### src/rtl/tnn_stream_classifier.sv
// -----------------------------------------------------------------------------
// tnn_stream_classifier
//
// Streaming ternary neural network classifier. Feature beats arrive one per
// transfer on a valid/ready input. Each beat updates every hidden neuron
// accumulator in parallel using a compile-time ternary weight (+1, -1, 0).
// After the last beat of a sample the block spends one cycle evaluating the
// hidden thresholds and the ternary output neuron. It then holds the 1-bit
// class and a sticky framing-error flag until the consumer takes the result.
//
// Ports
//   clk        in   rising-edge clock
//   rst        in   synchronous active-high reset
//   in_valid   in   feature beat valid
//   in_ready   out  block accepts a beat (ACC state)
//   in_data    in   unsigned feature value, IN_W bits
//   in_last    in   sender end-of-sample marker; only checked, never framing
//   out_valid  out  result valid (HOLD state)
//   out_ready  in   consumer accepts result
//   out_class  out  predicted class
//   out_err    out  framing error seen in the reported sample
// -----------------------------------------------------------------------------
module tnn_stream_classifier #(
    parameter int                        N_FEAT = 6,
    parameter int                        IN_W   = 2,
    parameter int                        N_HID  = 4,
    parameter int                        TH_W   = 8,
    parameter logic [2*N_FEAT*N_HID-1:0] W_HID  = '0,
    parameter logic [N_HID*TH_W-1:0]     TH_HID = '0,
    parameter logic [2*N_HID-1:0]        W_OUT  = '0,
    parameter logic [TH_W-1:0]           TH_OUT = '0
) (
    input  logic            clk,
    input  logic            rst,
    input  logic            in_valid,
    output logic            in_ready,
    input  logic [IN_W-1:0] in_data,
    input  logic            in_last,
    output logic            out_valid,
    input  logic            out_ready,
    output logic            out_class,
    output logic            out_err
);

    localparam int CNT_W  = $clog2(N_FEAT);
    // Accumulator magnitude is at most N_FEAT*(2^IN_W-1); this width holds it.
    localparam int AW     = IN_W + $clog2(N_FEAT) + 2;
    // Common width for comparing an accumulator against its threshold.
    localparam int CW     = (AW > TH_W) ? AW : TH_W;
    // Output sum spans -N_HID..+N_HID; widen to hold TH_OUT as well.
    localparam int SW_MIN = $clog2(N_HID + 1) + 1;
    localparam int SW     = (SW_MIN > TH_W) ? SW_MIN : TH_W;

    typedef enum logic [1:0] {
        ST_ACC,
        ST_EVAL,
        ST_HOLD
    } state_t;

    state_t                r_state;
    state_t                w_state_nxt;
    logic [CNT_W-1:0]      r_cnt;
    logic signed [AW-1:0]  r_acc [N_HID];
    logic                  r_err;
    logic                  r_out_class;
    logic                  r_out_err;

    logic                  w_beat;
    logic                  w_res;
    logic                  w_is_last;
    logic                  w_frame_err;
    logic signed [AW-1:0]  w_feat;
    logic signed [AW-1:0]  w_acc_nxt [N_HID];
    logic signed [CW-1:0]  w_acc_ext;
    logic signed [CW-1:0]  w_th_ext;
    logic signed [SW-1:0]  w_sum;
    logic                  w_class;

    assign w_beat      = in_valid && (r_state == ST_ACC);
    assign w_res       = out_ready && (r_state == ST_HOLD);
    assign w_is_last   = (r_cnt == CNT_W'(N_FEAT - 1));
    // in_last must be set on exactly the final beat of the sample.
    assign w_frame_err = (in_last != w_is_last);
    assign w_feat      = $signed({{(AW - IN_W){1'b0}}, in_data});

    // NOTE: every signal written in always_comb gets a default first, so no
    // path leaves it unassigned and no latch is inferred.
    always_comb begin
        w_state_nxt = r_state;
        in_ready    = 1'b0;
        out_valid   = 1'b0;
        case (r_state)
            ST_ACC: begin
                in_ready = 1'b1;
                if (w_beat && w_is_last) w_state_nxt = ST_EVAL;
            end
            ST_EVAL: w_state_nxt = ST_HOLD;
            ST_HOLD: begin
                out_valid = 1'b1;
                if (out_ready) w_state_nxt = ST_ACC;
            end
            default: w_state_nxt = ST_ACC;
        endcase
    end

    // Per-neuron accumulate: the weight is chosen by the current beat index.
    always_comb begin
        for (int j = 0; j < N_HID; j++) begin
            w_acc_nxt[j] = r_acc[j];
            for (int i = 0; i < N_FEAT; i++) begin
                if (r_cnt == CNT_W'(i)) begin
                    case (W_HID[2*(j*N_FEAT+i) +: 2])
                        2'b01:   w_acc_nxt[j] = r_acc[j] + w_feat;
                        2'b11:   w_acc_nxt[j] = r_acc[j] - w_feat;
                        default: w_acc_nxt[j] = r_acc[j];
                    endcase
                end
            end
        end
    end

    // Hidden activations and ternary output neuron, all signed.
    always_comb begin
        w_sum     = '0;
        w_acc_ext = '0;
        w_th_ext  = '0;
        for (int j = 0; j < N_HID; j++) begin
            w_acc_ext = CW'(r_acc[j]);
            w_th_ext  = CW'($signed(TH_HID[j*TH_W +: TH_W]));
            if (w_acc_ext >= w_th_ext) begin
                case (W_OUT[2*j +: 2])
                    2'b01:   w_sum = w_sum + SW'(1);
                    2'b11:   w_sum = w_sum - SW'(1);
                    default: w_sum = w_sum;
                endcase
            end
        end
        w_class = (w_sum >= SW'($signed(TH_OUT)));
    end

    // NOTE: sequential state uses non-blocking assignments only, so every
    // register samples pre-edge values regardless of statement order.
    always_ff @(posedge clk) begin
        if (rst) begin
            r_state     <= ST_ACC;
            r_cnt       <= '0;
            // NOTE: the accumulators are plain flops, not RAM, and must start
            // each sample at zero, so they are reset along with the control.
            for (int j = 0; j < N_HID; j++) r_acc[j] <= '0;
            r_err       <= 1'b0;
            r_out_class <= 1'b0;
            r_out_err   <= 1'b0;
        end else begin
            r_state <= w_state_nxt;
            if (w_beat) begin
                r_cnt <= w_is_last ? '0 : r_cnt + CNT_W'(1);
                for (int j = 0; j < N_HID; j++) r_acc[j] <= w_acc_nxt[j];
                r_err <= r_err | w_frame_err;
            end
            if (r_state == ST_EVAL) begin
                r_out_class <= w_class;
                r_out_err   <= r_err;
            end
            // Result taken: start the next sample from a clean slate.
            if (w_res) begin
                for (int j = 0; j < N_HID; j++) r_acc[j] <= '0;
                r_err <= 1'b0;
            end
        end
    end

    assign out_class = r_out_class;
    assign out_err   = r_out_err;

endmodule

### config.mk
export PLATFORM = sky130hd
export DESIGN_NAME = tnn_stream_classifier
export DESIGN_NICKNAME = d
export VERILOG_FILES = /design/src/rtl/tnn_stream_classifier.sv
export SDC_FILE = /design/constraint.sdc
export NUM_CORES = 1
export LEC_CHECK = 0
export ABC_AREA = 1
export CAP_MARGIN = 20
export CORE_AREA = 2 2 39 41
export DETAILED_ROUTE_END_ITERATION = 10
export DIE_AREA = 0 0 41 43
export PLACE_DENSITY_LB_ADDON = 0.1
export RECOVER_POWER = 50
export SETUP_SLACK_MARGIN = 0.05
export SLEW_MARGIN = 20
export SYNTH_ARGS = -nofsm -noshare
export SYNTH_HDL_FRONTEND = slang
export SYNTH_SLANG_ARGS = --single-unit
export TNS_END_PERCENT = 10
### constraint.sdc
create_clock -name clk -period 2.1 [get_ports clk]
set_input_delay 0.63 -clock clk [delete_from_list [all_inputs] [get_ports clk]]
set_output_delay 0.63 -clock clk [all_outputs]
set_load 0.02 [all_outputs]
==> results of run 1 <==
-- sequential cells by signal, summed over array words and instances (netlist names) --
register,cells
out_err,1
r_err,1
r_state,2
r_cnt,3
out_class,1
-- how the worst min path moves through the flow --
stage               endpoint  slack, ns  cells past startpoint
floorplan            out_err       0.43                      2
global placement       r_err       0.45                      2
detailed placement     r_err       0.46                      2
CTS                    r_err       0.47                      2
global route           r_err       0.49                      2
finish                 r_err       0.46                      2
-- repair_timing --
item	4_1_cts	5_1_grt
hold endpoints to repair	0	0
resized for setup	1	1
setup endpoints to repair	1	1
-- final cells by class --
cell class / instances / area (um^2)
inverters: 11 / 41.3
multi-input cells: 31 / 168
fillers: 162 / 891
clock buffers: 3 / 22.5
well taps: 16 / 20.0
repair buffers: 8 / 81.3
flip-flops and latches: 8 / 160
-- cells in the mapped netlist --
cell type	number
nor2_1	6
a21oi_1	2
dfxtp_1	8
a21oi_2	1
nand2_2	1
nor2_4	2
nor3_1	2
o21a_1	1
nand2_1	8
nand4_1	2
o21ai_1	2
inv_1	10
inv_2	1
nand2_4	1
nand3_1	2
nor2_2	1
-- kinds of logic (layout without fill, tap and decap cells) --
family | Yosys count | in the layout | share of synthesized area (%)
AND/OR/NAND/NOR | 25 | 25 | 35.6
buffers and inverters | 11 | 22 | 11.2
flip-flops | 8 | 8 | 43.4
AO/OA/AOI/OAI | 6 | 6 | 9.83
-- through the flow --
step / power (mW) / std cells
floorplan: 0.181 / 50
global placement: 0.195 / 74
detailed placement: 0.195 / 74
CTS: 0.316 / 77
global route: 0.332 / 77
finish: 0.312 / 77
-- tightest hold or removal path, delay by kind of cell (launching register included) --
family | cells | cell delay, ns
flops | 1 | 0.29
compound gates | 1 | 0.06
buf+inv | 1 | 0.06
-- routing by layer --
layer  part of all wire (%)  global-route usage, %
met1                     51                   14.0
met2                     40                   11.3
met3                    6.2                   3.14
met4                    3.0                   10.0
met5                      0                      0
-- where the power goes --
part           total, mW  switching [mW]  internal (mW)
clock network      0.121          0.0557         0.0656
logic             0.0299          0.0158         0.0141
registers          0.161         0.00421          0.157
total              0.312          0.0757          0.236
==> flow_summary_export.csv, run 1 <==
group,metric,value,unit
outcome,outcome,"completed",
timing,worst_pin_slew,0.223,ns
worst_setup_path,worstReg2RegStart,"r_state[1]",
grt,grt_usage,10.1,%
clock_tree,post_cts_buffers,0,
cells_and_area,layout_common_cells,"10 x inv_1, 8 x nand2_1, 8 x dfxtp_1, 6 x nor2_1, 5 x clkdlybuf4s50_1",
worst_setup_path,start_kind,"register",
timing,rsz0062_at_grt,"no",
logic_synthesis,yosys.area.top_type_share,43.4,%
drt,via_count,329,
timing,setup-tns-final,0,ns
worst_setup_path,end_kind,"output pin",
min_path,hold_path_class,"reg -> reg",
timing,setup_ws,0.283,ns
logic_synthesis,postSynthCellCount,50,
grt,grt_pass1_vias,279,
worst_setup_path,reg2reg_setup_slack,1.17,ns
timing,skew,0.00770,ns
drt,drt-initial-drc-count,6,
drt,drc,0,
logic_synthesis,ys_top_cells_by_area,"dfxtp_1 43%, inv_1 10%, nand2_1 8.1%",
worst_setup_path,cp_cell_sequence,"clkdlybuf4s50_1",
worst_setup_path,cpLargestDelayFamily,"buffers and inverters",
worst_setup_path,worstRegToRegCells,4,
clock_tree,cts_buffer_depth,2,
worst_setup_path,crit_path_start,"out_class",
placement,place.gp.congestion,0.758,
clock_tree,tritoncts,"yes",
logic_synthesis,synth.net_count,57,
logic_synthesis,synth.avg_cell_area,7.38,um^2
clock_tree,cts_inserted_buffers,3,
clock_tree,clock_sinks,8,
cells_and_area,post-route-util,35.6,%
clock_tree,clk_latency,0.26,ns
cells_and_area,antenna_cells,0,
drt,wirelength,707,um
floorplanning,dieWidth,41,um
cells_and_area,final_net_count,70,
cells_and_area,drive_gt1_share,16.4,%
cells_and_area,layout_commonest_cell,"inv_1",
timing,final-setup-viol-count,0,
worst_setup_path,critical_path_class,"reg -> out",
timing,timing.fmax,0.551,GHz
grt,grt_antenna_before_repair,0,
grt,overflow,0,
worst_setup_path,critPathMaxStageDelay,0.60,ns
drt,avgViaCountPerCell,4.27,
drt,dr.pass1.iters,4,
worst_setup_path,worstPathRequired,1.47,ns
grt,grt_max_degree,7,
worst_setup_path,rr_endpoint,"r_cnt[2]",
floorplanning,die_y,43,um
floorplanning,die_area,1760,um^2
logic_synthesis,synth_seq_cells,8,
floorplanning,initial_core_util,26.7,%
flow_run,maxCapViolCount,0,
clock_tree,cts.reportedPaths.clkPinSlew,0.05,ns
logic_synthesis,synth.distinct_cells,16,
worst_setup_path,worstPathArrival,1.19,ns
logic_synthesis,ys_seq_area_share,43.4,%
power_and_ir_drop,leakage,0.215,nW
power_and_ir_drop,p_per_area,633,nW/um^2
placement,hpwl,552,um
timing,period_share,86.5,%
timing,max_slew_margin,85.1,%
clock_tree,root_buffer,"clkbuf_4",
placement,place_ws,0.303,ns
worst_setup_path,cp_slowest_cell,"clkdlybuf4s50_1",
floorplanning,num_rows,14,
timing,whs,0.460,ns
placement,io_buffers,8,
logic_synthesis,syn_area,369,um^2
clock_tree,htree_levels,1,
worst_setup_path,crit_path_max_fanout,2,
worst_setup_path,crit_buf_inv,1,
clock_tree,cts_hold_buf,0,
timing,hold_violations,0,
min_path,min_from,"r_err",
grt,grt_pass1_wl,1.12,mm
power_and_ir_drop,vdd_ir_drop_max,0.000252,V
drt,avgRoutedWirePerCell,9.18,um
worst_setup_path,crit_end,"out_class",
floorplanning,core,1380,um^2
logic_synthesis,yosysWarningCount,0,
cells_and_area,areaGrowthSynthToFinish,33.6,%
placement,placed_area,469,um^2
timing,finalMaxSlewViolations,0,
timing,fin_crit,1.82,ns
worst_setup_path,cp.depth,1,
cells_and_area,design_area,493,um^2
floorplanning,io_pins,11,
drt,antenna_left,0,
logic_synthesis,synth_area_leader_cell,"dfxtp_1",
No activity file was read; power rests on OpenSTA's default activity.
==> run 2, diff against run 1 <==
--- a/config.mk
+++ b/config.mk
@@ -10,8 +10,7 @@
 export CORE_AREA = 2 2 39 41
 export DETAILED_ROUTE_END_ITERATION = 10
 export DIE_AREA = 0 0 41 43
-export PLACE_DENSITY_LB_ADDON = 0.1
-export RECOVER_POWER = 50
+export PLACE_DENSITY_LB_ADDON = 0.3
 export SETUP_SLACK_MARGIN = 0.05
 export SLEW_MARGIN = 20
 export SYNTH_ARGS = -nofsm -noshare
==> run 2 against run 1 <==
Compared with the run above: sequential share of layout area unchanged; non-clock buffer count unchanged; routed wire length decreased by 8.3%; worst hold slack got worse by 0.0020 ns; clock-buffer cell count unchanged; sequential power about the same; critical path depth increased by 2; final cell count unchanged; worst setup slack improved by 0.011 ns; sequential cell count unchanged; critical path type unchanged.
==> flow_summary_export.csv, run 2 (synthesized netlist as in run 1, its figures left out) <==
group,metric,value,unit
timing,whs,0.458,ns
grt,grt_pass1_vias,267,
clock_tree,post_cts_buffers,0,
drt,dr.pass1.iters,1,
flow_run,maxCapViolCount,0,
drt,avgViaCountPerCell,4.10,
drt,via_count,316,
timing,setup-tns-final,0,ns
floorplanning,initial_core_util,26.7,%
drt,drt-initial-drc-count,0,
placement,placed_area,469,um^2
timing,fin_crit,1.81,ns
clock_tree,htree_levels,1,
timing,setup_ws,0.295,ns
timing,worst_pin_slew,0.224,ns
power_and_ir_drop,p_per_area,617,nW/um^2
cells_and_area,layout_commonest_cell,"inv_1",
placement,hpwl,535,um
clock_tree,cts_buffer_depth,2,
drt,antenna_left,0,
cells_and_area,layout_common_cells,"10 x inv_1, 8 x nand2_1, 8 x dfxtp_1, 6 x nor2_1, 6 x clkdlybuf4s50_1",
cells_and_area,fillCellCount,149,
placement,io_buffers,8,
cells_and_area,post-route-util,35.6,%
clock_tree,clk_latency,0.25,ns
worst_setup_path,worstPathArrival,1.18,ns
timing,skew,0.00119,ns
timing,max_slew_margin,85.1,%
floorplanning,die_area,1760,um^2
cells_and_area,ff_latch_area,160,um^2
timing,final-setup-viol-count,0,
cells_and_area,multi_input_comb_area,168,um^2
timing,timing.fmax,0.554,GHz
power_and_ir_drop,vdd_ir_drop_max,0.000272,V
cells_and_area,drive_gt1_share,16.4,%
grt,grt_antenna_before_repair,0,
grt,grt_pass1_wl,1.01,mm
cells_and_area,largest_register_ffs,3,
cells_and_area,design_area,493,um^2
worst_setup_path,critical_path_class,"reg -> out",
cells_and_area,top_register,"r_cnt",
placement,place_ws,0.286,ns
clock_tree,clock_sinks,8,
timing,rsz0062_at_grt,"no",
cells_and_area,largest_registers,"r_cnt x3, r_state x2",
floorplanning,die_y,43,um
floorplanning,num_rows,14,
grt,grt_usage,9.34,%
outcome,outcome,"completed",
cells_and_area,antenna_cells,0,
placement,place.gp.congestion,0.746,
clock_tree,cts.reportedPaths.clkPinSlew,0.05,ns
timing,finalMaxSlewViolations,0,
drt,avgRoutedWirePerCell,8.42,um
cells_and_area,final_net_count,70,
power_and_ir_drop,leakage,0.215,nW
timing,period_share,86.0,%
clock_tree,root_buffer,"clkbuf_4",
clock_tree,cts_inserted_buffers,3,
cells_and_area,areaGrowthSynthToFinish,33.6,%
worst_setup_path,end_kind,"output pin",
clock_tree,tritoncts,"yes",
worst_setup_path,crit_path_max_fanout,4,
floorplanning,dieWidth,41,um
min_path,hold_path_class,"reg -> reg",
drt,wirelength,648,um
grt,overflow,0,
floorplanning,io_pins,11,
timing,hold_violations,0,
worst_setup_path,worstPathRequired,1.47,ns
grt,grt_max_degree,7,
drt,drc,0,
floorplanning,core,1380,um^2
worst_setup_path,start_kind,"register",
==> run 2: cell types whose count changed in the layout (fill, tap and decap cells not counted) <==
| cell | before | now |
|---|---|---|
| o21ai_0 | 2 | 0 |
| clkdlybuf4s50_1 | 5 | 6 |
| dlygate4sd3_1 | 1 | 0 |
| o21ai_1 | 0 | 2 |
==> run 2: metrics by stage <==
step	total power, mW	cells
global placement	0.194	74
CTS	0.311	77
detailed placement	0.194	74
floorplan	0.181	50
global route	0.326	77
finish	0.304	77
==> run 2: critical path, stage by stage (launching register included) <==
cell and delay (ns):
dfxtp_1 0.42, nand2_1 0.12, inv_2 0.06, dlygate4sd2_1 0.32
==> run 2: area by class of cell <==
class,instances,area share [%]
multi-input cells,31,34.0
well taps,16,4.06
repair buffers,8,16.5
inverters,11,8.38
flip-flops and latches,8,32.5
clock buffers,3,4.57
==> run 2: power by group <==
| part | internal (mW) | switching, mW | leakage (nW) |
|---|---|---|---|
| combinational | 0.0146 | 0.0154 | 0.136 |
| clock | 0.0651 | 0.0485 | 0.0138 |
| sequential | 0.157 | 0.00380 | 0.0651 |
==> run 2: path summary, 6_finish.rpt <==
| path | startpoint | to | slack (ns) | depth (start not counted) |
|---|---|---|---|---|
| worst max-delay path | r_state[1] | out_valid | 0.29 | 3 |
| worst min-delay path | r_err | out_err | 0.46 | 2 |
| worst max register to register | r_state[1] | r_cnt[1] | 1.17 | 6 |
| worst min register to register | r_err | out_err | 0.46 | 2 |
==> run 2: metal layers <==
metal / vias to the layer above / wire length [um] / track usage [%] / share of wire, %
met2: 9 / 238 / 11.6 / 37
met4: 0 / 20 / 8.00 / 3.1
li1: 177 / - / - / -
met3: 4 / 36 / 6.28 / 5.6
met5: - / 0 / 0 / 0
met1: 126 / 353 / 10.3 / 54
==> run 2: repair_timing <==
action	in CTS	in global routing
hold buffers	0	0
pin swaps	0	0
resized for setup	1	1
hold endpoints to repair	0	0
cloned	0	0
setup endpoints to repair	1	1
